<file path="src/rtl/vector_scan_iter.sv">
// vector_scan_iter
//   Accepts a WIDTH-bit vector and then emits each set bit in priority order,
//   one beat per output handshake. MSB_FIRST selects whether the highest or
//   the lowest set bit is serviced first. An all-zero vector produces a single
//   beat flagged with out_zero.
//
// Ports
//   clk        rising-edge clock
//   rst_n      synchronous active-low reset
//   flush      abandon the current vector and return to idle
//   in_valid   in_seq is valid
//   in_ready   block can take a vector (idle only)
//   in_seq     vector to scan
//   out_valid  beat valid
//   out_ready  downstream accepts the beat
//   out_onehot one-hot of the current priority bit (zero on an empty beat)
//   out_idx    binary index of that bit (zero on an empty beat)
//   out_last   final beat of this vector
//   out_zero   beat reports an all-zero input vector
module vector_scan_iter #(
  parameter int WIDTH     = 16,
  parameter bit MSB_FIRST = 1'b1,
  parameter int IDX_W     = $clog2(WIDTH)
) (
  input  logic             clk,
  input  logic             rst_n,
  input  logic             flush,
  input  logic             in_valid,
  output logic             in_ready,
  input  logic [WIDTH-1:0] in_seq,
  output logic             out_valid,
  input  logic             out_ready,
  output logic [WIDTH-1:0] out_onehot,
  output logic [IDX_W-1:0] out_idx,
  output logic             out_last,
  output logic             out_zero
);

  typedef enum logic {
    IDLE = 1'b0,
    SCAN = 1'b1
  } state_t;

  state_t           state;
  logic [WIDTH-1:0] work;
  logic             zero_flag;

  logic [WIDTH-1:0] pick;
  logic [IDX_W-1:0] pick_idx;
  logic             last_beat;

  // Priority select over the remaining bits. The loop walks from the
  // lowest-priority end so that the last hit is the winner.
  always_comb begin
    pick     = '0;
    pick_idx = '0;
    for (int i = 0; i < WIDTH; i++) begin
      if (MSB_FIRST) begin
        if (work[i]) begin
          pick     = '0;
          pick[i]  = 1'b1;
          pick_idx = IDX_W'(i);
        end
      end else begin
        if (work[WIDTH-1-i]) begin
          pick              = '0;
          pick[WIDTH-1-i]   = 1'b1;
          pick_idx          = IDX_W'(WIDTH-1-i);
        end
      end
    end
  end

  // Last beat when nothing remains after the current pick, or when the
  // vector was empty to begin with (its single beat is also the last).
  assign last_beat = zero_flag | ((work & ~pick) == '0);

  assign in_ready   = (state == IDLE);
  assign out_valid  = (state == SCAN);
  // work and zero_flag are cleared whenever the block goes idle, so only
  // out_last needs explicit gating to stay low outside SCAN.
  assign out_onehot = pick;
  assign out_idx    = pick_idx;
  assign out_last   = out_valid & last_beat;
  assign out_zero   = zero_flag;

  always_ff @(posedge clk) begin
    if (!rst_n) begin
      state     <= IDLE;
      work      <= '0;
      zero_flag <= 1'b0;
    end else if (flush) begin
      state     <= IDLE;
      work      <= '0;
      zero_flag <= 1'b0;
    end else begin
      case (state)
        IDLE: begin
          if (in_valid) begin
            work      <= in_seq;
            zero_flag <= (in_seq == '0);
            state     <= SCAN;
          end
        end
        SCAN: begin
          if (out_ready) begin
            if (last_beat) begin
              state     <= IDLE;
              work      <= '0;
              zero_flag <= 1'b0;
            end else begin
              work <= work & ~pick;
            end
          end
        end
        default: begin
          state     <= IDLE;
          work      <= '0;
          zero_flag <= 1'b0;
        end
      endcase
    end
  end

endmodule
</file>
<file path="config.mk">
export PLATFORM = sky130hd
export DESIGN_NAME = vector_scan_iter
export DESIGN_NICKNAME = d
export VERILOG_FILES = /design/src/rtl/vector_scan_iter.sv
export SDC_FILE = /design/constraint.sdc
export NUM_CORES = 1
export LEC_CHECK = 0
export ABC_AREA = 0
export CORE_UTILIZATION = 30
export DETAILED_ROUTE_END_ITERATION = 6
export PLACE_DENSITY = 0.67
export SLEW_MARGIN = 25
export SYNTH_ARGS = -nofsm -noshare
export SYNTH_HDL_FRONTEND = slang
export SYNTH_SLANG_ARGS = --single-unit
</file>
<file path="constraint.sdc">
create_clock -name clk -period 2.7 [get_ports clk]
set_clock_uncertainty 0.15 [all_clocks]
set_input_delay 0.54 -clock clk [delete_from_list [all_inputs] [get_ports clk]]
set_output_delay 0.54 -clock clk [all_outputs]
set_load 0.03 [all_outputs]
</file>
# Word-level counts from Yosys, hierarchy flattened
# Index checks and enable logic that the tools add are counted.
# word_totals
reg_bits,18
mem_bits_rw,0
input_bits,21
romBits,0
latchBits,0
out_inout_bits,24
memories,0
# op_classes
n_bitwise,6
shift,0
order_cmp,0
div_mod_pow,0
multipliers,0
eq_ne,3
n_addsub,0
reduce_logical,5
n_mux,43
# op_table
operator,count
16-bit 2-to-1 mux,17
4-bit 2-to-1 mux,14
16-bit zero test,2
16-bit one-hot mux with 2 select lines,1
16-bit bitwise AND,1
16-bit inverter,1
1-bit 2-to-1 mux,8
2-bit != test (second input constant),2
1-bit one-hot mux with 2 select lines,2
3-bit AND reduction,1
2-bit 2-to-1 mux,1
2-bit by 1-bit != test with 1-bit output (second input constant),1
1-bit inverter,2
2-bit AND reduction,1
2-bit OR reduction,1
1-bit bitwise AND,1
1-bit bitwise OR,1

# Logic depth before layout (Yosys ltp)
# depth
depth_word,23
ltp_mapped,8

# Worst setup path after synthesis
# No wires, ideal clock.
# synth_timing
path_type,register to output
start,reg work[11]
end,out out_last
required_ns,2.010
stages_incl_launch_ff,9
arrival_ns,2.193
path_buffers,1
path_slack_ns,-0.183
cell_sequence,dfxtp_1 > buf_6 > nor4_4 > and2_2 > inv_1 > o21ai_0 > o211ai_1 > or4_4 > a21oi_2
# synth_between
elab_chain_cells,10
# synth_rtl
element,line_no,text
"start, declared",45,logic [WIDTH-1:0] work;
"start signal, assigned",100,work <= in_seq;
"start signal, assigned",112,work <= work & ~pick;
16-bit 2-to-1 mux (5 in series),59,if (work[i]) begin
16-bit inverter,76,assign last_beat = zero_flag | ((work & ~pick) == '0);
16-bit bitwise AND (*),76,
16-bit zero test (*),76,
1-bit bitwise OR (*),76,
1-bit bitwise AND (*),84,assign out_last = out_valid & last_beat;
"end, declared",35,"output logic out_last,"
# Every way passes the cells marked *; elsewhere a longest branch is shown, timed or not.

# Worst setup path in the final report
# layout_timing
start,reg work[14]
end,out out_last
# layout_between
elab_chain_cells,7
# layout_rtl
element,line_no
16-bit 2-to-1 mux (2 in series),59
16-bit inverter,76
16-bit bitwise AND (*),76
16-bit zero test (*),76
1-bit bitwise OR (*),76
1-bit bitwise AND (*),84
# Marked as above.

==> flow_summary.toml <==
[run_status]
status = "complete, but fails checks"
failed_checks = "setup timing"

[critical_path]
crit_path_max_incr_delay_ns = 0.55
cp_top_family = "simple AND/OR/NAND/NOR gates"
cp-start-kind = "flip-flop"
reg2reg_from = "work[14]"
path_max_fanout = 4
required_ns = 2.01
slowest_stage = "or4_4"
end_kind = "output pin"
crit_chain = "or4_4 > o21a_1 > nor2_2 > o211ai_1 > or4_4 > a21oi_4 > buf_6"
cp_common_cell = "or4_4"
criticalPathCategory = "flip-flop to output pin"
crit_path_start = "work[14]"
critPathArrivalTime_ns = 2.37
path_buf_inv = 1

[timing]
min_period_over_period_pct = 113
setup_slack_ns = -0.364
max_slew_margin_pct = 63.6
max_freq_mhz = 326
post-route-min-period_ns = 3.06
rsz0062_at_grt = "yes"
hold_viol = 0
maxSlewViolCount = 0
finalSetupViolCount = 1
tightest_slew_ns = 0.540

[synth]
avgSynthCellArea_sq_um = 7.88
synth_edf_count = 0
synth-seq-cells = 18
synth_top_area_share_pct = 27.6
synth.area.top_cells = "dfxtp_1 (28%), o21ai_0 (6.9%), a22o_1 (6.0%)"
yosysWarnings = 0
synth-async-reset-ratio_pct = 0
ys_types = 43
synth_top_cell_by_area = "dfxtp_1"
netlist_instances = 166
syn-cell-area_sq_um = 1310
synth_ff_type = "dfxtp_1"
syn_nets = 187
synth-seq-area-share_pct = 27.6

[run]
drv_cap = 0

[clocking]
cts_buffers = 3
clkTransAtPathRegs_ns = 0.07
insertion_delay_ns = 0.25
htree_levels = 1
ctsHoldBuffers = 0
cts_sinks = 18
cts_tree = "done"
cts_root_buffer = "clkbuf_8"
clock_path_buffers = 2

[routing]
drt-pass1-iter-count = 4
num_vias = 1504
drc = 0
drt_iter0_markers = 104
post_drt_wl_per_cell_um = 14.4
antenna_left = 0
vias_per_cell = 5.24
drt_wl_total_um = 4140

[grt]
antenna_found_initial = 0
use_met3_pct = 2.50
grt_usage_pct = 19.4
met1_usage_pct = 25.4
grt_pass1_wl_um = 6630
grt-ovfl-total = 0
grt_use_met2_pct = 32.8
grt_pass1_vias = 1412
busiest_layer = "met2"
grt_max_degree = 12

[worst_hold_path]
hp-class = "flip-flop to flip-flop"
hold_start = "out_zero"

[pwr]
p_leak_nw = 0.918
ir_drop_v = 0.000272
powerDensity_nw_per_um2 = 389

[layout]
layout-drive-gt1-share_pct = 28.7
stdcell_area_sq_um = 2070
stdcell_count = 287
antenna_cells = 0
layout.nets = 260
syn2layout_area_growth_pct = 58.3

[placed_design]
gp_congestion = 0.884
dp_slack_ns = -0.111
dp.cells = 281
placed_area_sq_um = 1960
place_hpwl_um = 3250
port_buffers = 44

[floorplan]
die_area_sq_um = 4630
fp.dieH_um = 68.0
core_sq_um = 4090
initial_utilization_pct = 32.0
rows = 23
fp.dieW_um = 68.0
boundaryPins = 45
## flip-flops by register name, summed over array words and instances, names as in the netlist
register / count
out_valid: 1
out_zero: 1
work: 16
## per-layer routing
| metal | part of all wire [%] | up-vias |
|---|---|---|
| met5 | 0 | - |
| met4 | 0.97 | 0 |
| met3 | 2.4 | 4 |
| met2 | 49 | 33 |
| met1 | 48 | 707 |
| li1 | - | 760 |
## repair_timing
item	4_1_cts	5_1_grt
gates cloned	0	0
pin swaps	4	1
hold endpoints to repair	0	0
gates resized for setup	12	9
buffers inserted	3	0
setup endpoints to repair	10	7
## path summary, 6_finish.rpt
check	depth (start not counted)	to	slack, ns
max	7	out_last	-0.36
min	2	out_zero	0.38
max reg2reg	6	out_valid	0.46
min reg2reg	2	out_zero	0.38
## logic make-up after synthesis
| logic type | count (synthesis) | share of synthesized area, % |
|---|---|---|
| and+or+nand+nor | 71 | 31.8 |
| buffers and inverters | 20 | 9.47 |
| AOI/OAI and AO/OA | 55 | 29.6 |
| adders and majority gates | 2 | 1.63 |
| DFF | 18 | 27.6 |
## synthesized netlist by cell type, types with 4 or more instances
master   number
nor3_1        4
nor4_1        8
a22o_1        9
nor2_1       18
o31ai_1       4
inv_1         8
a21oi_1       5
and3_1        5
buf_6         5
dfxtp_1      18
nand2_1      12
and2_1        6
o21ai_0      18
## layout make-up
class / count / area [sq um]
inverter: 8 / 33.8
clock buffer: 3 / 41.3
multi-input combinational: 128 / 873
sequential: 18 / 364
fill: 422 / 2020
tap: 50 / 62.6
timing repair buffer: 80 / 694
## metrics by stage
stage          hold slack (ns)  TNS, ns  utilization (%)  total power [mW]
6_report                 0.379   -0.364             50.6             0.805
5_1_grt                  0.423   -0.414             50.6             0.852
4_1_cts                  0.390   -0.332             49.7             0.799
3_5_place_dp             0.374   -0.111             47.9             0.606
3_3_place_gp             0.362   -0.132             47.9             0.604
2_1_floorplan            0.377  -0.0503                -             0.463
## tightest hold or removal path, delay by kind of cell (launching register included)
kind | cells | cell delay (ns)
AOI/OAI and AO/OA | 1 | 0.07
and+or+nand+nor | 1 | 0.08
DFF | 1 | 0.35
## layout by cell type (no fill, tap or decap), types with 4 or more instances in the layout
cell | netlist | final
buf_4 | 3 | 43
clkdlybuf4s50_1 | 0 | 26
nor2_1 | 18 | 18
o21ai_0 | 18 | 17
dfxtp_1 | 18 | 15
nand2_1 | 12 | 12
a22o_1 | 9 | 9
inv_1 | 8 | 7
nor4_1 | 8 | 7
and2_1 | 6 | 6
dlygate4sd2_1 | 0 | 6
and3_1 | 5 | 5
a21oi_1 | 5 | 5
nor3_1 | 4 | 4
o31ai_1 | 4 | 4
## report_power, final
part           switching [mW]  leakage (nW)  internal [mW]
combinational           0.168         0.749          0.162
sequential             0.0101         0.148          0.275
clock                  0.0906        0.0216         0.0992
total                   0.269         0.918          0.536
Power figures use the tool's default switching activity.
